**src/rtl/alu_arbiter.sv**
```systemverilog
// ---------------------------------------------------------------------------
// alu_arbiter
//
// Shares one combinational ALU between two requesters. A round-robin arbiter
// accepts one operation at a time in IDLE, the operands are held on the ALU
// ports for the EXEC dwell (one cycle, or MUL_CYCLES for multiply), and the
// ALU result is captured into a response register. The response is held in
// RESP until the consumer accepts it.
//
// Ports
//   clk, rst                 clock, asynchronous active-high reset
//   reqN_valid / reqN_ready  request handshake for requester N (0/1)
//   reqN_op, reqN_a, reqN_b  ALU control code and operands of requester N
//   alu_control, operand_a/b drive to the shared ALU (0 outside EXEC)
//   alu_result               combinational result returned by the ALU
//   rsp_valid / rsp_ready    response handshake
//   rsp_id                   requester that owns the response
//   rsp_result               captured result
//   rsp_zero                 rsp_result == 0, derived locally
//   rsp_err                  operation code was illegal (above 4'b0110)
// ---------------------------------------------------------------------------
module alu_arbiter #(
    parameter int unsigned MUL_CYCLES = 3
) (
    input  logic        clk,
    input  logic        rst,

    input  logic        req0_valid,
    output logic        req0_ready,
    input  logic [3:0]  req0_op,
    input  logic [31:0] req0_a,
    input  logic [31:0] req0_b,

    input  logic        req1_valid,
    output logic        req1_ready,
    input  logic [3:0]  req1_op,
    input  logic [31:0] req1_a,
    input  logic [31:0] req1_b,

    output logic [3:0]  alu_control,
    output logic [31:0] operand_a,
    output logic [31:0] operand_b,
    input  logic [31:0] alu_result,

    output logic        rsp_valid,
    input  logic        rsp_ready,
    output logic        rsp_id,
    output logic [31:0] rsp_result,
    output logic        rsp_zero,
    output logic        rsp_err
);

    typedef enum logic [1:0] {
        ST_IDLE = 2'd0,
        ST_EXEC = 2'd1,
        ST_RESP = 2'd2
    } state_t;

    localparam logic [3:0] OP_MUL        = 4'b0101;
    localparam logic [3:0] OP_LAST_LEGAL = 4'b0110;
    // EXEC lasts (preload + 1) cycles, so multiply preloads MUL_CYCLES-1.
    localparam logic [3:0] MUL_PRELOAD   = 4'(MUL_CYCLES - 32'd1);

    function automatic logic op_is_legal(input logic [3:0] op);
        return (op <= OP_LAST_LEGAL);
    endfunction

    function automatic logic [3:0] dwell_preload(input logic [3:0] op);
        logic [3:0] pre;
        if (op == OP_MUL) begin
            pre = MUL_PRELOAD;
        end else begin
            pre = 4'd0;
        end
        return pre;
    endfunction

    // State and datapath registers
    state_t      state_q, state_d;
    logic [3:0]  cnt_q, cnt_d;
    logic        last1_q, last1_d;      // 1: req1 was granted last, req0 favoured next
    logic [3:0]  ctl_q, ctl_d;
    logic [31:0] opa_q, opa_d;
    logic [31:0] opb_q, opb_d;
    logic        id_q, id_d;
    logic        err_q, err_d;
    logic        rsp_valid_q, rsp_valid_d;
    logic        rsp_id_q, rsp_id_d;
    logic [31:0] rsp_result_q, rsp_result_d;
    logic        rsp_zero_q, rsp_zero_d;
    logic        rsp_err_q, rsp_err_d;

    // Combinational helpers
    logic        idle_s;
    logic        grant0_s;
    logic        grant1_s;
    logic        accept_s;
    logic [3:0]  sel_op_s;
    logic [31:0] sel_a_s;
    logic [31:0] sel_b_s;
    logic [31:0] cap_result_s;

    assign idle_s     = (state_q == ST_IDLE);
    assign req0_ready = idle_s & grant0_s;
    assign req1_ready = idle_s & grant1_s;
    assign accept_s   = idle_s & (grant0_s | grant1_s);

    // An illegal op leaves alu_control at 0, so its ALU output is ignored.
    assign cap_result_s = err_q ? 32'd0 : alu_result;

    assign alu_control = ctl_q;
    assign operand_a   = opa_q;
    assign operand_b   = opb_q;
    assign rsp_valid   = rsp_valid_q;
    assign rsp_id      = rsp_id_q;
    assign rsp_result  = rsp_result_q;
    assign rsp_zero    = rsp_zero_q;
    assign rsp_err     = rsp_err_q;

    // Round-robin pick: a lone valid wins, a tie goes to the one not granted last.
    always_comb begin
        grant0_s = 1'b0;
        grant1_s = 1'b0;
        if (req0_valid && (!req1_valid || last1_q)) begin
            grant0_s = 1'b1;
        end else if (req1_valid) begin
            grant1_s = 1'b1;
        end else begin
            grant0_s = 1'b0;
            grant1_s = 1'b0;
        end
    end

    // Route the granted requester's operation towards the capture registers.
    always_comb begin
        sel_op_s = req0_op;
        sel_a_s  = req0_a;
        sel_b_s  = req0_b;
        if (grant1_s) begin
            sel_op_s = req1_op;
            sel_a_s  = req1_a;
            sel_b_s  = req1_b;
        end else begin
            sel_op_s = req0_op;
            sel_a_s  = req0_a;
            sel_b_s  = req0_b;
        end
    end

    // FSM next-state and datapath next-values; everything holds by default.
    always_comb begin
        state_d      = state_q;
        cnt_d        = cnt_q;
        last1_d      = last1_q;
        ctl_d        = ctl_q;
        opa_d        = opa_q;
        opb_d        = opb_q;
        id_d         = id_q;
        err_d        = err_q;
        rsp_valid_d  = rsp_valid_q;
        rsp_id_d     = rsp_id_q;
        rsp_result_d = rsp_result_q;
        rsp_zero_d   = rsp_zero_q;
        rsp_err_d    = rsp_err_q;

        case (state_q)
            ST_IDLE: begin
                if (accept_s) begin
                    state_d = ST_EXEC;
                    last1_d = grant1_s;
                    id_d    = grant1_s;
                    err_d   = !op_is_legal(sel_op_s);
                    ctl_d   = op_is_legal(sel_op_s) ? sel_op_s : 4'd0;
                    opa_d   = sel_a_s;
                    opb_d   = sel_b_s;
                    cnt_d   = op_is_legal(sel_op_s) ? dwell_preload(sel_op_s) : 4'd0;
                end else begin
                    state_d = ST_IDLE;
                end
            end

            ST_EXEC: begin
                if (cnt_q == 4'd0) begin
                    // Last EXEC cycle: capture and release the ALU ports.
                    state_d      = ST_RESP;
                    rsp_valid_d  = 1'b1;
                    rsp_id_d     = id_q;
                    rsp_result_d = cap_result_s;
                    rsp_zero_d   = (cap_result_s == 32'd0);
                    rsp_err_d    = err_q;
                    ctl_d        = 4'd0;
                    opa_d        = 32'd0;
                    opb_d        = 32'd0;
                end else begin
                    cnt_d = cnt_q - 4'd1;
                end
            end

            ST_RESP: begin
                if (rsp_ready) begin
                    state_d     = ST_IDLE;
                    rsp_valid_d = 1'b0;
                end else begin
                    state_d = ST_RESP;
                end
            end

            default: begin
                state_d     = ST_IDLE;
                cnt_d       = 4'd0;
                ctl_d       = 4'd0;
                opa_d       = 32'd0;
                opb_d       = 32'd0;
                rsp_valid_d = 1'b0;
            end
        endcase
    end

    // FSM state register.
    always_ff @(posedge clk or posedge rst) begin
        if (rst) begin
            state_q <= ST_IDLE;
        end else begin
            state_q <= state_d;
        end
    end

    // Datapath, arbitration pointer and response registers.
    always_ff @(posedge clk or posedge rst) begin
        if (rst) begin
            cnt_q        <= 4'd0;
            last1_q      <= 1'b1;
            ctl_q        <= 4'd0;
            opa_q        <= 32'd0;
            opb_q        <= 32'd0;
            id_q         <= 1'b0;
            err_q        <= 1'b0;
            rsp_valid_q  <= 1'b0;
            rsp_id_q     <= 1'b0;
            rsp_result_q <= 32'd0;
            rsp_zero_q   <= 1'b0;
            rsp_err_q    <= 1'b0;
        end else begin
            cnt_q        <= cnt_d;
            last1_q      <= last1_d;
            ctl_q        <= ctl_d;
            opa_q        <= opa_d;
            opb_q        <= opb_d;
            id_q         <= id_d;
            err_q        <= err_d;
            rsp_valid_q  <= rsp_valid_d;
            rsp_id_q     <= rsp_id_d;
            rsp_result_q <= rsp_result_d;
            rsp_zero_q   <= rsp_zero_d;
            rsp_err_q    <= rsp_err_d;
        end
    end

endmodule

```
**config.mk**
```make
export PLATFORM = sky130hd
export DESIGN_NAME = alu_arbiter
export DESIGN_NICKNAME = d
export VERILOG_FILES = /design/src/rtl/alu_arbiter.sv
export SDC_FILE = /design/constraint.sdc
export NUM_CORES = 1
export LEC_CHECK = 0
export ABC_CLOCK_PERIOD_IN_PS = 4190
export CORE_MARGIN = 8
export CORE_UTILIZATION = 40
export DETAILED_ROUTE_END_ITERATION = 16
export GPL_ROUTABILITY_DRIVEN = 1
export PLACE_DENSITY = 0.83
export SYNTH_ARGS = -nofsm -noshare
export SYNTH_HDL_FRONTEND = slang
export SYNTH_SLANG_ARGS = --single-unit
```
**constraint.sdc**
```tcl
create_clock -name clk -period 4.19 [get_ports clk]
set_input_delay 0.419 -clock clk [delete_from_list [all_inputs] [get_ports clk]]
set_output_delay 0.419 -clock clk [all_outputs]
set_load 0.02 [all_outputs]
```
==> results of run 1 <==
==> synth_stat cells, types with 2 or more instances <==
library cell / count / area (um2)
a211oi_1: 2 / 15.0
a21o_1: 2 / 15.0
a21oi_1: 3 / 15.0
a31oi_1: 3 / 18.8
buf_2: 12 / 60.1
buf_6: 7 / 78.8
clkbuf_1: 15 / 56.3
dfrtp_1: 112 / 2800
ha_1: 2 / 25.0
inv_1: 3 / 11.3
mux2_2: 2 / 22.5
mux2_4: 3 / 45.0
mux2i_1: 66 / 661
nand2_1: 38 / 143
nand2b_1: 36 / 225
nand4_1: 2 / 12.5
nor2_1: 2 / 7.51
nor2b_1: 2 / 12.5
nor3_1: 3 / 15.0
nor4_1: 8 / 50.1
o21ai_0: 19 / 95.1
o21ai_1: 19 / 95.1
o21bai_1: 2 / 15.0
o22ai_1: 2 / 12.5
o2bb2ai_1: 67 / 587
==> stage by stage <==
stage	hold slack (ns)	setup slack [ns]	std cells	total power (uW)	utilization, %
3_5_place_dp	0.472	1.14	871	4710	62.1
6_report	0.481	1.25	903	6160	66.7
3_3_place_gp	0.459	1.24	871	4620	62.1
4_1_cts	0.484	1.24	903	6220	66.7
2_1_floorplan	0.450	0.785	448	3470	-
5_1_grt	0.493	1.15	903	6500	66.7
==> state kept, by name, summed over array words and instances (netlist names) <==
register and count:
operand_a 32, last1_q 1, rsp_err 1, cnt_q 4
err_q 1, id_q 1, rsp_zero 1, rsp_id 1
alu_control 4, rsp_valid 1, operand_b 32, rsp_result 32
state_q 2
==> worst min-delay path: stages (launching register included) <==
cell     delay [ns]
dfrtp_1        0.34
nand2_1        0.05
o21ai_0        0.06
==> kinds of logic after synthesis <==
logic type	Yosys count	synth area share (%)
adder cells (fa/ha/maj)	2	0.478
XOR/XNOR	1	0.167
AO/OA/AOI/OAI	121	16.9
multiplexers	71	13.9
buffers and inverters	39	4.16
AND/OR/NAND/NOR	101	10.4
flip-flops	113	54.0
==> power breakdown <==
group	switching, uW	total (uW)	leakage, uW	internal [uW]
registers	319	1860	0.00145	1540
clock network	487	1470	0.000285	979
logic	1490	2830	0.00190	1340
==> cell type report <==
class	count	share of cell area, %
Multi-Input combinational cell	296	25.4
Clock buffer	23	5.50
Inverter	3	0.158
Tap cell	176	2.53
Sequential cell	113	32.5
Clock inverter	9	1.50
Timing Repair Buffer	283	32.4
==> per-layer routing <==
| metal | part of all wire, % | wire length, um | up-vias |
|---|---|---|---|
| met5 | 0 | 0 | - |
| met4 | 2.8 | 498 | 0 |
| met3 | 8.7 | 1530 | 32 |
| met2 | 51 | 8970 | 193 |
| met1 | 37 | 6510 | 2194 |
| li1 | - | - | 2173 |
==> worst max path at each step <==
stage	end	slack (ns)	depth (start not counted)
2_1_floorplan	alu_control[0]	0.79	1
3_3_place_gp	operand_a[10]	1.24	6
3_5_place_dp	operand_a[10]	1.14	6
4_1_cts	req1_ready	1.24	4
5_1_grt	req1_ready	1.15	4
6_report	req1_ready	1.25	5
==> layout by cell type (no fill, tap or decap), types with 3 or more instances in the layout <==
master           count
clkinvlp_4           4
mux2i_1             66
bufinv_16            3
nor4_1               8
clkdlybuf4s50_1    278
nor3_1               3
mux2_4               3
clkbuf_8             3
clkbuf_16           17
o21ai_1             19
o2bb2ai_1           67
a21oi_1              3
a31oi_1              3
nand2b_1            36
buf_4                5
dfrtp_1            112
clkbuf_1             3
o21ai_0             19
nand2_1             38
==> flow_summary.toml, run 1 <==
[floorplan]
ioPinCount = 279
core_area_um2 = 13000
die_h_um = 130
die_area_um2 = 17000
die_w_um = 130
num_rows = 42
start_util_pct = 40.2

[placement]
gp_congestion = 0.828
dpl-instance-area_um2 = 8090
dp_hpwl_um = 13200
io_buffer_count = 278

[run]
max_cap_viol_count = 0

[worst_setup_path]
end_kind = "output port"
rrSetupSlack_ns = 1.61
cp.arrival_ns = 2.52
cp-start-kind = "input port"
critPathBufInv = 2
r2r_end = "operand_b[26]"
crit_start = "req0_valid"
rr_worst_depth = 7
crit_top_cell = "clkdlybuf4s50_1"
crit_chain = "clkdlybuf4s50_1 -> o21bai_1 -> or2_2 -> nor2b_1 -> clkdlybuf4s50_1"
cpMaxStageDelayCell = "clkdlybuf4s50_1"
r2r_start = "cnt_q[0]"
crit_fanout = 20
critPathMaxStageDelay_ns = 0.67
cp_top_family = "buffers and inverters"
worst_ep_required_time_ns = 3.77
critical_path_class = "input port to output port"

[clock_network]
worstSkewPairLatency_ns = 0.41
cts_setup_buffers = 0
htreeDepth = 4
clk_pin_slew_ns = 0.05
clock-root-buffer = "clkbuf_16"
postCtsHoldBufs = 0
cts_tree = "done"
cts_buffers = 17
clk_path_buf_depth = 2
cts_sinks = 113
cts-resized-gates = 0

[yosys]
synth_edf_count = 0
async_flop_share_pct = 100
synth-seq-area-share_pct = 54.0
synth_seq_cells = 113
synth_area_um2 = 5240
syn_inst = 448
synth_cell_type_count = 41
yosys_warnings = 0
synth_ff_type = "dfrtp_1"
avgSynthCellArea_um2 = 11.7
syn_nets = 623

[sta]
maxSlewViolCount = 0
timing_hold_violations_final = 0
fin_crit_ns = 2.94
worst_slew_pin_slew_ns = 1.13
fin_crit_sh_pct = 70.2
fmax_mhz = 340
slew_headroom_pct = 25.0
setup_viol = 0
skew_ns = 0.00946
rsz0062_at_grt = "false"
fin_setup_tns_ns = 0

[cells_and_area]
nNetsFinal = 889
fillers = 975
drive_gt1_share_pct = 6.33
multi_input_area_um2 = 2200
area_growth_syn_to_layout_pct = 66.0
fin_area_um2 = 8700
ff_latch_area_um2 = 2830
antenna_cells = 0

[route]
wl_per_cell_um = 19.4
drc = 0
drtAntennaViolNets = 0
avgViaCountPerCell = 5.09
routed_wl_um = 17500
dr.pass1.iters = 4
vias = 4592
drtIter0Drc = 198

[grt]
grt_use_met2_pct = 35.5
grt_pass1_vias = 5112
overflow = 0
grt_busiest_layer = "met2"
grt_usage_pct = 20.5
grt_pass1_wl_um = 26800
use_met3_pct = 8.32
grt_max_degree = 85
antenna_found_initial = 0
grtUsageMet1_pct = 22.1

[status]
status = "finished, final reports clean"

[min_path]
hold_path_class = "flop to flop"
min_path_cells = 2
holdPathEnd = "rsp_result[21]"
hp-start = "rsp_result[21]"

[power]
ir_worst_vdd_v = 0.000320
leakage_uw = 0.00363
powerDensity_nw_per_um2 = 708
No activity file was read; power rests on OpenSTA's default activity.
==> inputs of run 2 (changes only) <==
ABC_CLOCK_PERIOD_IN_PS = 2500   (was 4190)
CORE_UTILIZATION = 36   (was 40)
PLACE_DENSITY = 0.79   (was 0.83)
clock period = 2.5 ns   (was 4.19 ns; I/O delays follow)
==> run 2 against run 1 <==
Effect of this change:
- combinational power is 73% higher
- sequential power is 66% higher
- core utilization is 5.6 points lower
- wire length is 0.27% higher
- clock skew is 0.00090 ns higher
- sequential share of layout area is 0.34 points lower
- power is 68% higher
- global-route usage is 1.7 points lower
- critical path depth is 1 lower
==> flow_summary.toml, run 2 (synthesis results as in run 1) <==
[grt]
grt_pass1_vias = 5069
antenna_found_initial = 0
grt_max_degree = 68
grt_pass1_wl_um = 27100
overflow = 0
grt_usage_pct = 18.9

[route]
drc = 0
drtIter0Drc = 213
wl_per_cell_um = 19.1
avgViaCountPerCell = 5.05
dr.pass1.iters = 4
routed_wl_um = 17600
drtAntennaViolNets = 0
vias = 4647

[floorplan]
die_area_um2 = 18700
ioPinCount = 279
num_rows = 44
die_h_um = 137
core_area_um2 = 14400
start_util_pct = 36.5
die_w_um = 137

[cells_and_area]
area_growth_syn_to_layout_pct = 67.7
layout_commonest_cell = "clkdlybuf4s50_1"
final_cell_mix = "276 x clkdlybuf4s50_1, 112 x dfrtp_1, 67 x o2bb2ai_1"
antenna_cells = 0
multi_input_area_um2 = 2200
fillers = 1119
ff_latch_area_um2 = 2830
drive_gt1_share_pct = 7.74
nNetsFinal = 898

[power]
ir_worst_vdd_v = 0.000680
seq_power_share_pct = 29.8
switching_share_pct = 37.4
power_frac_comb_pct = 47.4
leakage_uw = 0.00371
p_sw_uw = 3870
intPower_uw = 6460
clkPwrFrac_pct = 22.8
powerDensity_nw_per_um2 = 1180

[placement]
dp_hpwl_um = 13200
place_ws_ns = 0.129
gp_congestion = 0.832
io_buffer_count = 278

[sta]
skew_ns = 0.0104
worst_slew_pin_slew_ns = 0.888
setup_viol = 0
holdWs_ns = 0.437
fin_crit_ns = 2.18
rsz0062_at_grt = "false"
fin_setup_tns_ns = 0
fin_crit_sh_pct = 87.2
maxSlewViolCount = 0
timing_hold_violations_final = 0
fmax_mhz = 459
setup_ws_ns = 0.321
slew_headroom_pct = 40.8

[clock_network]
htreeDepth = 4
cts_buffers = 17
clk_path_buf_depth = 2
worstSkewPairLatency_ns = 0.41
postCtsHoldBufs = 0
clock-root-buffer = "clkbuf_16"
cts_sinks = 113
cts_setup_buffers = 0
cts_tree = "done"
clk_pin_slew_ns = 0.05

[worst_setup_path]
crit_start = "state_q[1]"
cp-start-kind = "flop"
end_kind = "output port"
crit_fanout = 6
r2r_start = "cnt_q[0]"
cp.arrival_ns = 1.93
worst_ep_required_time_ns = 2.25
critical_path_class = "flop to output port"

[min_path]
hold_path_class = "input port to async pin"

[run]
max_cap_viol_count = 0

[status]
status = "finished, final reports clean"
[run 2: cell count changes in the layout (fill, tap and decap cells not counted)]
cell and delta:
buf_4 +6, clkinv_2 +5, buf_12 +3, clkbuf_1 -2, clkdlybuf4s50_1 -2, clkinvlp_4 -2, bufinv_16 -1, clkinv_4 +1
dlygate4sd2_1 +1, dlymetal6s2s_1 +1, inv_4 -1
[run 2: worst paths after layout]
| path | endpoint | slack [ns] | cells after the start |
|---|---|---|---|
| hold reg to reg | rsp_result[20] | 0.48 | 2 |
| hold / removal | operand_a[5] | 0.44 | 3 |
| max in group asynchronous | state_q[1] | 1.51 | 3 |
| setup reg to reg | rsp_result[13] | 0.38 | 7 |
| min in group clk | rsp_result[15] | 0.44 | 3 |
| setup / recovery | req1_ready | 0.32 | 4 |
[run 2: per-layer routing]
layer,share of wire (%),global-route usage [%]
met2,51,32.0
met5,0,0
met3,8.5,7.49
met1,38,20.5
met4,2.6,8.11
[run 2: per-stage QoR]
step	util (%)	cell area [um2]	cells	total power, uW
floorplan	-	5240	448	5820
global placement	57.1	8200	888	7890
detailed placement	57.1	8200	888	8020
CTS	61.1	8780	920	10400
global route	61.2	8790	920	10900
finish	61.2	8790	920	10300
[run 2: power groups by stage]
stage                     sequential [uW]  combinational [uW]  clock, uW
after floorplan                      3790                2030          0
after global placement               3060                4830          0
after detailed placement             3080                4950          0
after CTS                            3080                4950       2400
after global routing                 3170                5270       2490
final                                3080                4900       2360
[run 2: critical path, cell delays in order, from the launching register on]
cell           delay [ns]
dfrtp_1              0.39
o21bai_1             0.18
or2_2                0.34
nor2b_1              0.24
dlygate4sd2_1        0.38
[run 2: timing repair]
item	in CTS	in global routing
pin swaps	0	0
endpoints found under the setup margin	1	1
gates resized for setup	1	1
[run 2: layout make-up]
type | count | share of cell area (%)
Sequential cell | 113 | 32.2
Clock inverter | 11 | 1.27
Inverter | 3 | 0.171
Timing Repair Buffer | 292 | 33.3
Multi-Input combinational cell | 296 | 25.1
Clock buffer | 21 | 5.35
Tap cell | 184 | 2.62
